**config.mk**
```make
export PLATFORM = sky130hd
export DESIGN_NAME = fixed_predictor_decoder
export DESIGN_NICKNAME = d
export VERILOG_FILES = /design/src/rtl/flac_pkg.sv /design/src/rtl/fixed_predictor_calc.sv /design/src/rtl/fixed_predictor_decoder.sv
export SDC_FILE = /design/constraint.sdc
export NUM_CORES = 1
export LEC_CHECK = 0
export CAP_MARGIN = 20
export CELL_PAD_IN_SITES_DETAIL_PLACEMENT = 1
export CELL_PAD_IN_SITES_GLOBAL_PLACEMENT = 1
export CORE_MARGIN = 2
export CORE_UTILIZATION = 50
export CTS_BUF_LIST = sky130_fd_sc_hd__clkbuf_8
export DETAILED_ROUTE_END_ITERATION = 16
export GPL_TIMING_DRIVEN = 0
export PLACE_DENSITY_LB_ADDON = 0.1
export SLEW_MARGIN = 25
export SYNTH_ARGS = -nofsm -noshare
export SYNTH_HDL_FRONTEND = slang
export SYNTH_SLANG_ARGS = --single-unit
export TNS_END_PERCENT = 20
```
**constraint.sdc**
```tcl
create_clock -name iClock -period 15.6 [get_ports iClock]
set_input_delay 2.34 -clock iClock [delete_from_list [all_inputs] [get_ports iClock]]
set_output_delay 2.34 -clock iClock [all_outputs]
set_load 0.005 [all_outputs]
```
**src/rtl/flac_pkg.sv**
```systemverilog
// Shared FLAC decoder definitions: FSM encoding, predictor-order type and limits.
package flac_pkg;

  localparam int MAX_FIXED_ORDER = 4;

  typedef logic [2:0] order_t;

  typedef enum logic [2:0] {
    ST_IDLE   = 3'd0,
    ST_WARMUP = 3'd1,
    ST_DECODE = 3'd2,
    ST_ERROR  = 3'd3,
    ST_DONE   = 3'd4
  } state_t;

endpackage

```
**src/rtl/fixed_predictor_calc.sv**
```systemverilog
// Combinational FLAC fixed-predictor polynomial (orders 0..4), h1 is the newest sample.
module fixed_predictor_calc
  import flac_pkg::*;
#(
  parameter int SAMPLE_WIDTH = 16,
  parameter int ACC_WIDTH    = SAMPLE_WIDTH + 4
) (
  input  logic [SAMPLE_WIDTH-1:0] h1,
  input  logic [SAMPLE_WIDTH-1:0] h2,
  input  logic [SAMPLE_WIDTH-1:0] h3,
  input  logic [SAMPLE_WIDTH-1:0] h4,
  input  order_t                  order,
  output logic [ACC_WIDTH-1:0]    pred
);

  localparam int EXT = ACC_WIDTH - SAMPLE_WIDTH;

  logic [ACC_WIDTH-1:0] e1, e2, e3, e4;

  // Sign-extend once; all further arithmetic is modular in ACC_WIDTH.
  assign e1 = {{EXT{h1[SAMPLE_WIDTH-1]}}, h1};
  assign e2 = {{EXT{h2[SAMPLE_WIDTH-1]}}, h2};
  assign e3 = {{EXT{h3[SAMPLE_WIDTH-1]}}, h3};
  assign e4 = {{EXT{h4[SAMPLE_WIDTH-1]}}, h4};

  always_comb begin
    pred = '0;
    case (order)
      3'd1: pred = e1;
      3'd2: pred = (e1 << 1) - e2;
      3'd3: pred = (e1 << 1) + e1 - (e2 << 1) - e2 + e3;
      3'd4: pred = (e1 << 2) - (e2 << 2) - (e2 << 1) + (e3 << 2) - e4;
      default: pred = '0;
    endcase
  end

endmodule

```
**src/rtl/fixed_predictor_decoder.sv**
```systemverilog
// FLAC FIXED-subframe reconstruction: warm-up passthrough, then residual + prediction.
module fixed_predictor_decoder
  import flac_pkg::*;
#(
  parameter int SAMPLE_WIDTH = 16,
  parameter int RES_WIDTH    = 24,
  parameter int BS_WIDTH     = 16,
  parameter int ACC_WIDTH    = SAMPLE_WIDTH + 4
) (
  input  logic                    iClock,
  input  logic                    iReset,
  input  logic                    iEnable,
  input  logic                    iStart,
  input  logic [2:0]              iOrder,
  input  logic [BS_WIDTH-1:0]     iBlockSize,
  input  logic [RES_WIDTH-1:0]    iResidual,
  input  logic                    iResidualValid,
  output logic                    oResidualReady,
  output logic [SAMPLE_WIDTH-1:0] oSample,
  output logic                    oSampleValid,
  output logic                    oFrameDone,
  output logic                    oBusy,
  output logic                    oError,
  output logic [2:0]              oState
);

  // Handshake: a word moves when iResidualValid && oResidualReady && iEnable;
  // ready never depends on valid, and valid may be held or dropped freely.

  state_t                state, state_n;
  order_t                order_q;
  logic [BS_WIDTH-1:0]   bs_q, cnt, cnt_inc;
  logic [SAMPLE_WIDTH-1:0] h1, h2, h3, h4;
  logic [SAMPLE_WIDTH-1:0] sample_q, res_s, out_val;
  logic                  sample_valid_q, frame_done_q, busy_q, error_q;
  logic [ACC_WIDTH-1:0]  pred;
  logic                  xfer;
  logic                  unused_bits;

  fixed_predictor_calc #(
    .SAMPLE_WIDTH(SAMPLE_WIDTH),
    .ACC_WIDTH   (ACC_WIDTH)
  ) u_calc (
    .h1   (h1),
    .h2   (h2),
    .h3   (h3),
    .h4   (h4),
    .order(order_q),
    .pred (pred)
  );

  // Output wraps to SAMPLE_WIDTH, so only the low bits of residual and prediction matter.
  assign res_s       = iResidual[SAMPLE_WIDTH-1:0];
  assign unused_bits = ^{iResidual[RES_WIDTH-1:SAMPLE_WIDTH], pred[ACC_WIDTH-1:SAMPLE_WIDTH]};

  assign oResidualReady = iEnable && ((state == ST_WARMUP) || (state == ST_DECODE));
  assign xfer           = iResidualValid && oResidualReady;
  assign cnt_inc        = cnt + BS_WIDTH'(1);
  assign out_val        = (state == ST_DECODE) ? (res_s + pred[SAMPLE_WIDTH-1:0]) : res_s;

  always_ff @(posedge iClock) begin
    if (!iReset) state <= ST_IDLE;
    else if (iEnable) state <= state_n;
  end

  always_comb begin
    state_n = state;
    case (state)
      ST_IDLE: begin
        if (iStart) begin
          if (iOrder > order_t'(MAX_FIXED_ORDER)) state_n = ST_ERROR;
          else if (iBlockSize == '0)              state_n = ST_DONE;
          else if (iOrder == 3'd0)                state_n = ST_DECODE;
          else                                    state_n = ST_WARMUP;
        end
      end
      ST_WARMUP: begin
        if (xfer) begin
          if (cnt_inc == bs_q)                         state_n = ST_DONE;
          else if (cnt_inc == BS_WIDTH'(order_q))      state_n = ST_DECODE;
        end
      end
      ST_DECODE: if (xfer && (cnt_inc == bs_q)) state_n = ST_DONE;
      ST_ERROR:  state_n = ST_DONE;
      ST_DONE:   state_n = ST_IDLE;
      default:   state_n = ST_IDLE;
    endcase
  end

  always_ff @(posedge iClock) begin
    if (!iReset) begin
      order_q        <= '0;
      bs_q           <= '0;
      cnt            <= '0;
      h1             <= '0;
      h2             <= '0;
      h3             <= '0;
      h4             <= '0;
      sample_q       <= '0;
      sample_valid_q <= 1'b0;
      frame_done_q   <= 1'b0;
      busy_q         <= 1'b0;
      error_q        <= 1'b0;
    end else if (iEnable) begin
      sample_valid_q <= xfer;
      frame_done_q   <= (state == ST_DONE);
      if (xfer) begin
        sample_q <= out_val;
        h4       <= h3;
        h3       <= h2;
        h2       <= h1;
        h1       <= out_val;
        cnt      <= cnt_inc;
      end
      if ((state == ST_IDLE) && iStart) begin
        order_q <= iOrder;
        bs_q    <= iBlockSize;
        cnt     <= '0;
        busy_q  <= 1'b1;
        error_q <= 1'b0;
      end
      if (state == ST_ERROR) error_q <= 1'b1;
      if (state == ST_DONE)  busy_q  <= 1'b0;
    end
  end

  assign oSample      = sample_q;
  assign oSampleValid = sample_valid_q;
  assign oFrameDone   = frame_done_q;
  assign oBusy        = busy_q;
  assign oError       = error_q;
  assign oState       = state;

endmodule

```
Word-level counts from Yosys, hierarchy flattened. Index checks and enable logic that the tools add are counted.

Bits of input ports: 48. Word-level logic and storage cells: 72. Output and inout port bits: 24. Flip-flop bits (word level): 106.

Reductions and logical operators: 17. Equal/unequal tests: 14. Magnitude comparators: 1. Muxes and demuxes: 17. Add/sub/neg operators: 11.

Operators with widths (number): $sub A16 B16 Y16 (6); $add A16 B16 Y16 (4); $pmux W16 S4 (1); $mux W16 (3); $mux W3 (7); $add A16 B1 Y16 const B (1); $eq A16 B16 Y1 (1); $eq A16 B3 Y1 (1); $logic_not A16 Y1 (1); $eq A3 B2 Y1 const B (4); $pmux W3 S4 (1); $reduce_and A2 Y1 (5); $eq A3 B1 Y1 const B (2); $eq A3 B3 Y1 const B (2); $logic_not A3 Y1 (2); $reduce_bool A2 Y1 (3); $reduce_and A5 Y1 (1); $logic_and A1 B1 Y1 (4); $mux W1 (4); $ne A2 B2 Y1 const B (2); $gt A3 B3 Y1 const B (1); $ne A3 B1 Y1 const B (1); $mux W2 (1); $ne A2 B1 Y1 const B (1); $logic_or A1 B1 Y1 (1).

Depth between registers and ports, before layout.
Depth in word-level cells: 7. Depth in mapped cells: 28. Depth with buffers taken out: 28.

Cells and area by module. A second synthesis with hierarchy kept.

Cells, all modules: 1503. Area, all modules: 11685.0 sq um.

Modules (own cells, without submodules): fixed_predictor_calc (area an instance 5844.4 sq um, instances 1, seq. area each 0.0 sq um, cells each 730); fixed_predictor_decoder (area an instance 5840.6 sq um, instances 1, seq. area each 2122.0 sq um, cells each 773).

Worst setup path after synthesis. OpenSTA, ideal clock, no wires.

Path type: reg2reg. Start: reg, netlist name oSample[1]. End: reg sample_q[15], in the netlist oSample[15]. Library setup time: 86 ps. Period minus slack after synthesis: 5349 ps. Slack: 10251 ps. Data required time: 15514 ps. Path buffers: 0. Data arrival time: 5263 ps. Cell stages (with the launch flop): 29. Cells stage by stage: dfxtp_1 -> inv_1 -> fa_1 -> inv_1 -> fa_1 -> inv_1 -> fa_1 -> inv_1 -> ha_1 -> a21o_1 -> a21o_1 -> a21oi_1 -> nor2_1 -> nor2_1 -> o21bai_1 -> a21oi_1 -> xnor2_1 -> mux2i_1 -> o21ai_0 -> ha_1 -> a21o_1 -> nand2_1 -> nand2b_1 -> o21ai_0 -> a21oi_1 -> a31o_2 -> xnor2_1 -> nor2_1 -> a211oi_1.

RTL lines: end signal, assigned (RTL line fixed_predictor_decoder.sv:108) `sample_q <= out_val;`; end, declared (RTL line fixed_predictor_decoder.sv:34) `logic [SAMPLE_WIDTH-1:0] sample_q, res_s, out_val;`.

==> metrics.md <==
| Metric | Value |
|---|---|
| Hold Violations, Final | 0 |
| Final worst path period need | 6679 ps |
| Hold Startpoint | h4[10]$_SDFFE_PN0P_ |
| Startpoint types | register |
| Fin nets | 1555 |
| Gpl congestion | 0.8966 |
| Top-Level Pins | 72 |
| Rows | 52 |
| Sequential share of the synthesized area | 0.2087 |
| Relative slew slack | 0.3812 |
| Critical path class | reg -> reg |
| Final Cycle Share | 0.4281 |
| Fillers | 2523 |
| Die span in x | 146.6 um |
| Mean Syn Cell Area | 7.907 um^2 |
| # H-tree levels | 3 |
| Final instance area | 11310 um^2 |
| Fmax | 149.7 MHz |
| Syn Inst Count | 1286 |
| Outcome | finished, final reports clean |
| PD cells | 101.8 nW/um^2 |
| Hpwl dp | 25840 um |
| RSZ-0062 raised after global routing | false |
| Layout Skew | 15.88 ps |
| First-pass GRT wire length | 51930 um |
| Syn_nets | 1482 |
| Share of layout cells above drive strength 1 | 0.03739 |
| CTS Buffer Depth | 2 |
| Synth Warn # | 0 |
| Overflow after GRT | 0 |
| P&R area growth vs syn | 11.27% |
| Post-DRT Antenna Nets | 0 |
| Post-synth ARST share | 0 |
| Pre-Repair DR Iteration Count | 5 |
| Final WS setup | 8921 ps |
| Max-cap viol count | 0 |
| Worst VDD drop | 0.05435 mV |
| Library cells used by synthesis | 72 |
| Most common cell in the netlist | nand2_1 |
| Reg2reg start | oSample[7]$_SDFFE_PN0P_ |
| Tot GR Track Use | 0.3094 |
| Register Area | 2122 um^2 |
| Leak pwr | 0.004538 uW |
| Worst r2r path cells | 22 |
| Commonest cells in the netlist | 190 x nand2_1, 183 x inv_1, 135 x a21oi_1 |
| Number of synthesized flops with an enable pin | 0 |
| Ys flop type | dfxtp_1 |
| Flops & latches, synth | 106 |
| CTS tree | done |
| CTS Sinks | 106 |
| Skew-Pair Late Insertion Delay | 410 ps |
| Cell Area, Synth | 10170 um^2 |
| Diodes inserted | 0 |
| Starting Density | 0.5058 |
| # setup viols final | 0 |
| HP Class | reg -> reg |
| Multi-input logic area | 7067 um^2 |
| R2r setup slk | 8920 ps |
| Top cell type by total area after synthesis | dfxtp_1 |
| Worst EP arrival | 6990 ps |
| Crit Path Max Fanout | 8 |
| Setup crit end kind | register |
| Fin. max-slew vios | 0 |
| Main area contributors after synthesis | dfxtp_1 21%, fa_1 16%, ha_1 8.0% |
| Core Region | 20100 um^2 |
| Vias in the first global route | 9767 |
| Req. time, crit path | 15910 ps |
| Chip height | 146.6 um |
| WHS Endpoint | h4[10]$_SDFFE_PN0P_ |
| Initial antenna violation count | 0 |
| Area share of the largest cell type after synthesis | 0.2087 |
| Routed wire length | 32460 um |
| Vias post-DR | 9228 |
| Hold Path Stages | 2 |
| Slew @ Worst Pin | 928.2 ps |
| Post-CTS Resized | 0 |
| Reg2reg end | oSample[15]$_SDFFE_PN0P_ |
| DRC | 0 |
| Via density | 5.647 |
| Num CTS Buffers | 9 |
| Port Buffers | 62 |
| CTS hold repair buffers | 0 |
| Total negative slack | 0 ps |
| Avg WL per Cell | 19.87 um |
| DIE AREA | 21490 um^2 |
| Place WS | 9077 ps |
| Initial DRC Count | 488 |
| Post-Place Cell Area | 11130 um^2 |
| Root Driver | clkbuf_8 |
| CTS clock-pin slew for the worst setup and hold paths | 110 ps |
| Post-CTS setup buffers | 0 |
| Pin count of the biggest net entering global routing | 19 |
## layout make-up
type	instances	share of cell area
buffer	57	0.02554
multi-input combinational	939	0.6246
inverter	184	0.06104
clock buffer	10	0.01216
tap	270	0.02986
sequential	106	0.1875
timing repair buffer	62	0.05485
clock inverter	6	0.004423
## how the worst max path moves through the flow
stage / startpoint / to / slack [ps] / depth (start not counted)
2_1_floorplan: oSample[1]$_SDFFE_PN0P_ / oSample[15]$_SDFFE_PN0P_ / 10250 / 28
3_3_place_gp: iEnable / oResidualReady / 9060 / 4
3_5_place_dp: iEnable / oResidualReady / 9080 / 4
4_1_cts: oSample[7]$_SDFFE_PN0P_ / oSample[15]$_SDFFE_PN0P_ / 9030 / 22
5_1_grt: oSample[7]$_SDFFE_PN0P_ / oSample[15]$_SDFFE_PN0P_ / 8680 / 22
6_report: oSample[7]$_SDFFE_PN0P_ / oSample[15]$_SDFFE_PN0P_ / 8920 / 22
## cell usage in the layout, fill, tap and decap left out, types with 4 or more instances in the layout
cell               n
dfxtp_1          106
nor4_1             8
nor2_1            69
and3_1             5
mux2i_1           15
o21bai_1          10
o22ai_1            4
and2_1             5
xor2_1            26
or3_1              4
a22oi_1            8
nor2b_1           11
clkdlybuf4s50_1   62
clkbuf_8          14
inv_1            183
a311oi_1           7
o21a_1             5
ha_1              65
a31oi_1            8
nand3_1           19
a21oi_1          135
a211oi_1          19
a21o_1            24
nand3b_1          12
o221ai_1           4
nand2b_1          13
o211ai_1           6
nand4_1            6
fa_1              83
o21ai_0           44
nor3_1            23
xnor2_1           63
nand2_1          190
clkbuf_1          42
## layer usage
metal,track usage,vias up,part of all wire
met5,0,-,0
met3,0.04563,56,0.054
met1,0.4060,4543,0.44
li1,-,4402,-
met4,0.1150,0,0.035
met2,0.5185,227,0.47
## power breakdown
group | leakage (uW) | internal [uW] | switching [uW]
logic | 0.00359 | 282 | 388
registers | 0.000857 | 282 | 21.7
clock network | 0.0000883 | 64.6 | 115
## flip-flops by register name (all words and copies together), names as in the netlist
register	count
oSample	16
h2	16
cnt	16
order_q	3
bs_q	16
h4	16
oBusy	1
oState	3
h3	16
oSampleValid	1
oError	1
oFrameDone	1
## kinds of logic after synthesis
kind of cell / Yosys count / synth area share
buffers and inverters: 241 / 0.09634
flip-flops: 106 / 0.2087
adder cells (fa/ha/maj): 148 / 0.2434
AO/OA/AOI/OAI: 301 / 0.1831
multiplexers: 17 / 0.01698
XOR/XNOR: 89 / 0.07666
AND/OR/NAND/NOR: 384 / 0.1749
## worst max-delay path, cell delays in order (launching register included)
cell,delay (ps)
dfxtp_1,630
inv_1,130
fa_1,550
inv_1,50
fa_1,470
inv_1,50
fa_1,470
inv_1,50
ha_1,330
a2111oi_0,660
o21ai_0,420
a41oi_1,450
xnor2_1,170
mux2i_1,100
o21ai_0,260
ha_1,330
or3_1,380
o21ai_0,90
a21oi_1,100
a31o_2,280
xnor2_1,260
nor2_1,90
a211oi_1,250
## metrics by stage
stage	std cells	total power, uW	hold WS, ps	utilization
after floorplan	1286	779.9	436.3	-
after global placement	1618	942.0	442.8	0.5535
after detailed placement	1618	964.5	447.0	0.5535
after CTS	1634	1153	462.7	0.5628
after global routing	1634	1233	483.3	0.5628
final	1634	1152	465.4	0.5628
No activity file was read; power rests on OpenSTA's default activity.
